===== src/rtl/task_join_collector.sv =====
// Fork/join controller: launches N_TASKS workers, joins on ALL/ANY/NONE, reports mask and WAIT latency.
// task_start/join_valid are registered (1 cycle after accept); join outputs hold until join_ready.
module task_join_collector #(
  parameter int N_TASKS = 2,
  parameter int CNT_W   = 16
) (
  input  logic               clk,
  input  logic               rst_n,
  input  logic               fork_valid,
  output logic               fork_ready,
  input  logic [1:0]         mode,
  output logic [N_TASKS-1:0] task_start,
  input  logic [N_TASKS-1:0] task_done,
  output logic               join_valid,
  input  logic               join_ready,
  output logic [N_TASKS-1:0] join_mask,
  output logic [CNT_W-1:0]   join_cycles,
  output logic               busy
);

  typedef enum logic [1:0] {IDLE, WAIT, JOIN} state_t;

  localparam logic [1:0]         MODE_ANY  = 2'b01;
  localparam logic [1:0]         MODE_NONE = 2'b10;
  localparam logic [N_TASKS-1:0] ALL_ONES  = {N_TASKS{1'b1}};
  localparam logic [CNT_W-1:0]   CNT_MAX   = {CNT_W{1'b1}};
  localparam logic [CNT_W-1:0]   CNT_ONE   = {{(CNT_W-1){1'b0}}, 1'b1};

  state_t             state_q, state_d;
  logic [N_TASKS-1:0] outstanding_q, outstanding_d;
  logic [N_TASKS-1:0] mask_q, mask_d;
  logic [CNT_W-1:0]   cnt_q, cnt_d;
  logic [1:0]         mode_q, mode_d;
  logic [N_TASKS-1:0] start_q, start_d;
  logic               jvld_q, jvld_d;
  logic               join_cond;

  assign fork_ready  = (state_q == IDLE) && (outstanding_q == '0);
  assign task_start  = start_q;
  assign join_valid  = jvld_q;
  assign join_mask   = mask_q;
  assign join_cycles = cnt_q;
  assign busy        = |outstanding_q;

  always_comb begin
    state_d       = state_q;
    outstanding_d = outstanding_q & ~task_done;
    mask_d        = mask_q;
    cnt_d         = cnt_q;
    mode_d        = mode_q;
    start_d       = '0;
    jvld_d        = jvld_q;
    join_cond     = 1'b0;
    case (state_q)
      IDLE: begin
        if (fork_valid && fork_ready) begin
          start_d       = ALL_ONES;
          outstanding_d = ALL_ONES;
          mask_d        = '0;
          cnt_d         = '0;
          mode_d        = mode;
          if (mode == MODE_NONE) begin
            state_d = JOIN;
            jvld_d  = 1'b1;
          end else begin
            state_d = WAIT;
          end
        end
      end
      WAIT: begin
        // Current-cycle dones count toward the condition; mode 11 falls through to JOIN_ALL.
        mask_d    = mask_q | (task_done & outstanding_q);
        join_cond = (mode_q == MODE_ANY) ? (|mask_d) : (&mask_d);
        if (join_cond) begin
          state_d = JOIN;
          jvld_d  = 1'b1;
        end else if (cnt_q != CNT_MAX) begin
          cnt_d = cnt_q + CNT_ONE;
        end
      end
      JOIN: begin
        if (join_ready) begin
          state_d = IDLE;
          jvld_d  = 1'b0;
        end
      end
      default: begin
        state_d = IDLE;
        jvld_d  = 1'b0;
      end
    endcase
  end

  always_ff @(posedge clk) begin
    if (!rst_n) begin
      state_q       <= IDLE;
      outstanding_q <= '0;
      mask_q        <= '0;
      cnt_q         <= '0;
      mode_q        <= 2'b00;
      start_q       <= '0;
      jvld_q        <= 1'b0;
    end else begin
      state_q       <= state_d;
      outstanding_q <= outstanding_d;
      mask_q        <= mask_d;
      cnt_q         <= cnt_d;
      mode_q        <= mode_d;
      start_q       <= start_d;
      jvld_q        <= jvld_d;
    end
  end

endmodule


===== config.mk =====
export PLATFORM = sky130hd
export DESIGN_NAME = task_join_collector
export DESIGN_NICKNAME = d
export VERILOG_FILES = /design/src/rtl/task_join_collector.sv
export SDC_FILE = /design/constraint.sdc
export NUM_CORES = 1
export LEC_CHECK = 0
export BUFFER_PORTS_ARGS = -buffer_cell sky130_fd_sc_hd__buf_2
export CORE_MARGIN = 2
export CORE_UTILIZATION = 25
export CTS_CLUSTER_DIAMETER = 120
export DETAILED_ROUTE_END_ITERATION = 16
export PLACE_DENSITY_LB_ADDON = 0.3
export RECOVER_POWER = 50
export SETUP_SLACK_MARGIN = 0.15
export SKIP_CTS_REPAIR_TIMING = 1
export SYNTH_ARGS = -nofsm -noshare
export SYNTH_HDL_FRONTEND = slang
export SYNTH_SLANG_ARGS = --single-unit

===== constraint.sdc =====
create_clock -name clk -period 4.2 [get_ports clk]
set_clock_uncertainty 0.1 [all_clocks]
set_input_delay 0.84 -clock clk [delete_from_list [all_inputs] [get_ports clk]]
set_output_delay 0.84 -clock clk [all_outputs]
set_load 0.005 [all_outputs]

Word-level counts from Yosys, hierarchy flattened
Cells that the tools add are included.

Register bits after elaboration: 27. Input port bits: 8. Output and inout port bits: 23. Logic and storage cells: 57.

Add/sub/neg operators: 1. Equality and inequality tests: 11. Multiplexer cells: 20. Bitwise logic cells: 4. Reduce and logical (&&, ||, !) cells: 14.

Operators by type and width (number): $mux W16 (3); $pmux W16 S2 (1); $add A16 B1 Y16 const B (1); $mux W2 (8); $ne A16 B16 Y1 const B (1); $ne A2 B2 Y1 const B (4); $reduce_and A2 Y1 (4); $reduce_and A4 Y1 (2); $pmux W2 S3 (1); $mux W1 (5); $and A2 B2 Y2 (2); $eq A2 B1 Y1 const B (2); $eq A2 B2 Y1 const B (2); $logic_not A2 Y1 (2); $ne A2 B1 Y1 const B (2); $pmux W2 S2 (1); $reduce_or A2 Y1 (2); $pmux W1 S3 (1); $reduce_and A3 Y1 (1); $logic_and A1 B1 Y1 (2); $not A2 Y2 (1); $or A2 B2 Y2 (1); $reduce_bool A2 Y1 (1).

Depth between registers and ports, before layout
Depth in word-level cells: 6. Depth in mapped cells: 7. Mapped depth without buffers: 6.

Worst setup path after synthesis
Ideal clock, no wire load.

Path kind: input -> register. From: input port fork_valid. To: register cnt_q[7], in the netlist join_cycles[7]. Arrival time: 2048 ps. Slack: 1935 ps. Cell stages on the path: 6. Path buffers: 1. Cells stage by stage: or3b_1 -> or3_1 -> buf_2 -> o211ai_2 -> nand2_1 -> a22o_1.

Cells in the longest elaborated chain, start to end: 3.

RTL lines: start, declared (line 9) `input logic fork_valid,`; $logic_and A1 B1 Y1 (line 56) `if (fork_valid && fork_ready) begin`; $ne A2 B1 Y1 (no line); $reduce_and A4 Y1 (no line); end signal, assigned (line 107) `cnt_q <= cnt_d;`; end, declared (line 32) `logic [CNT_W-1:0] cnt_q, cnt_d;`.

Every way passes these cells. A chain may end at the register's enable or synchronous reset.

Worst setup path after layout
From: input port task_done[1]. To: register cnt_q[5], in the netlist join_cycles[5].

Cells in the longest elaborated chain, start to end: 6.

RTL lines: start, declared (line 13) `input logic [N_TASKS-1:0] task_done,`; $and A2 B2 Y2 (*) (line 72) `mask_d = mask_q | (task_done & outstanding_q);`; $or A2 B2 Y2 (*) (line 72); $reduce_and A2 Y1 / $reduce_or A2 Y1 (equally long branches) (line 73) `join_cond = (mode_q == MODE_ANY) ? (|mask_d) : (&mask_d);`; $mux W1 (*) (line 73); $ne A2 B2 Y1 (no line) (*); $reduce_and A4 Y1 (no line) (*).

Every way passes the cells marked *; elsewhere a longest branch is shown, timed or not.

==> results.cfg <==
[power_and_ir_drop]
intPower_uw = 477.4
pwr-share-seq_pct = 42.3
powerDensity_nw_per_um2 = 453.1
p_clk_share_pct = 29.8
switching_share_pct = 31.26
p_comb_share_pct = 27.9
leakagePower_uw = 0.0005617
p_sw_uw = 217.1
ir_worst_vdd_v = 0.0002323

[worst_setup_path]
cp.arrival_ns = 2.62
path_cells = buf_2, a21o_1, maj3_2, nor3_2, a41oi_1, a31oi_1
rrSetupSlack_ns = 1.91
start_kind = primary input
critPathMaxFanout = 15
critPathCaptureType = flip-flop
slowest_delay_ns = 0.74
critPathRequiredTime_ns = 4.30
path_class = in -> reg
slowest_stage = nor3_2

[grt]
grt_max_degree = 16
grt_pass1_vias = 1161
grt_first_pass_wirelength_mm = 5.223
overflow = 0
antenna_found_initial = 0
grtUsageTotal_pct = 11.70

[logic_synthesis]
synth_nets = 157
async_flop_share_pct = 0
synth-seq-area-share_pct = 40.74
postSynthAreaPerCell_um2 = 8.632
synth_ff_type = dfxtp_1
yosysTopAreaCell = dfxtp_1
ys_ff_latch = 26
synth.top_cells.by_area = dfxtp_1 41%, a21oi_1 7.4%, o21a_1 4.1%, nor2_1 3.8%, nand2_1 3.2%
synth_top_area_share_pct = 40.74
netlist_area_um2 = 1277
synth-edff-count = 0
yosysWarningCount = 0
synth_cells = 148
netlist_top_cells_count = 26 x dfxtp_1, 19 x a21oi_1, 13 x nor2_1, 11 x nand2_1, 7 x o21a_1
synth.distinct_cells = 46
post-synth-top-count-cell = dfxtp_1

[place]
hpwl_mm = 2.178
placed_area_um2 = 1481
dp_slack_ns = 1.364
place.gp.congestion = 0.6820
portBuffers = 30

[layout]
antenna_cells = 0
drive_gt1_share_pct = 15.25
fin_util_pct = 30.59
fin_area_um2 = 1533
area_delta_synth_final_pct = 19.98
nets = 187

[floorplan]
die_x_um = 75.49
coreArea_um2 = 5010
die_h_um = 75.49
start_util_pct = 25.50
io_pins = 31
dieArea_um2 = 5698
rows = 26

[clock_tree]
worstSkewPairLatency_ns = 0.27
cts_tree = done
clock-sinks = 26
cts_root_buf = clkbuf_8
clkTransAtPathRegs_ns = 0.09
numCtsBuffers = 3
clk_path_buf_depth = 2
cts.htree.levels = 1

[run_status]
run_status = finished clean

[timing]
setup_ws_ns = 1.679
worst_slew_pin_slew_ns = 0.8740
max_freq_ghz = 0.3966
period_needed_ns = 2.521
tns_ns = 0
relSlewSlack_pct = 41.42
rsz0062_at_grt = false
fin_crit_sh_pct = 60.03
hold_viol = 0
slew_violations = 0
setup_violations = 0

[detailed_routing]
antenna_left = 0
drc = 0
dr.pass1.iters = 4
viasPerCell = 4.761
num_vias = 1176
drtIter0Drc = 43
routed_wirelength_mm = 2.948
wl_per_cell_um = 11.94

[hold_path]
min_path_type = reg -> reg

[flow_run]
maxCapViolCount = 0
[through the flow]
stage / instances / hold slack, ns / total power (uW)
after detailed placement: 243 / 0.3794 / 495.3
after global placement: 243 / 0.3709 / 496.8
after CTS: 247 / 0.4011 / 704.7
after global routing: 247 / 0.4277 / 739.3
after floorplan: 148 / 0.3466 / 447.8
final: 247 / 0.3975 / 694.5
[final cells by class]
type | instances | area, um2
sequential | 26 | 520.5
tap | 70 | 87.58
clock buffer | 3 | 41.29
inverter | 5 | 18.77
fill | 574 | 3477
clock inverter | 1 | 30.03
multi-input combinational | 112 | 704.4
timing repair buffer | 30 | 130.1
[sequential cells by signal (all words and copies together), names as in the netlist]
register,cells
join_cycles,16
join_mask,2
join_valid,1
mode_q,2
outstanding_q,2
state_q,2
task_start,1
[final timing paths]
| kind | start | endpoint | depth (start not counted) |
|---|---|---|---|
| max | task_done[1] | join_cycles[5] | 6 |
| min | join_cycles[15] | join_cycles[15] | 2 |
| max reg2reg | join_cycles[1] | join_cycles[13] | 6 |
| min reg2reg | join_cycles[15] | join_cycles[15] | 2 |
[cell families after synthesis]
| family | after synthesis | share of synthesized area [%] |
|---|---|---|
| buf+inv | 10 | 4.113 |
| fa+ha+maj | 2 | 1.861 |
| mux | 2 | 1.567 |
| flops | 26 | 40.74 |
| simple gates | 55 | 23.31 |
| compound gates | 53 | 28.40 |
[power groups by stage]
stage                     registers (uW)  clock network, uW  logic, uW
after CTS                            294                214        197
after global routing                 298                220        221
final                                294                207        193
after global placement               300                  0        197
after floorplan                      294                  0        153
after detailed placement             300                  0        196
[routing by layer]
| layer | vias to the layer above | share of wire (%) | global-route usage, % |
|---|---|---|---|
| met3 | 2 | 4.8 | 3.042 |
| met2 | 26 | 45 | 19.32 |
| met1 | 532 | 50 | 15.27 |
| met4 | 0 | 0.78 | 2.924 |
| li1 | 616 | - | - |
| met5 | - | 0 | 0 |
[worst max-delay path: cells and delay by family]
kind,cells,cell delay (ns)
adders and majority gates,1,0.37
buffers and inverters,1,0.10
AOI/OAI and AO/OA,3,0.56
and+or+nand+nor,1,0.74
[cell usage in the layout, fill, tap and decap left out, types with 4 or more instances in the layout]
master	synthesis	final
o21ai_0	4	4
nand2_1	11	11
a31oi_1	6	6
a21oi_1	19	19
dfxtp_1	26	26
nor3_1	4	4
nand4_1	6	6
nor2_1	13	13
inv_1	4	4
clkbuf_1	0	16
o21a_1	7	7
buf_2	2	14
No activity file was read; power rests on OpenSTA's default activity.
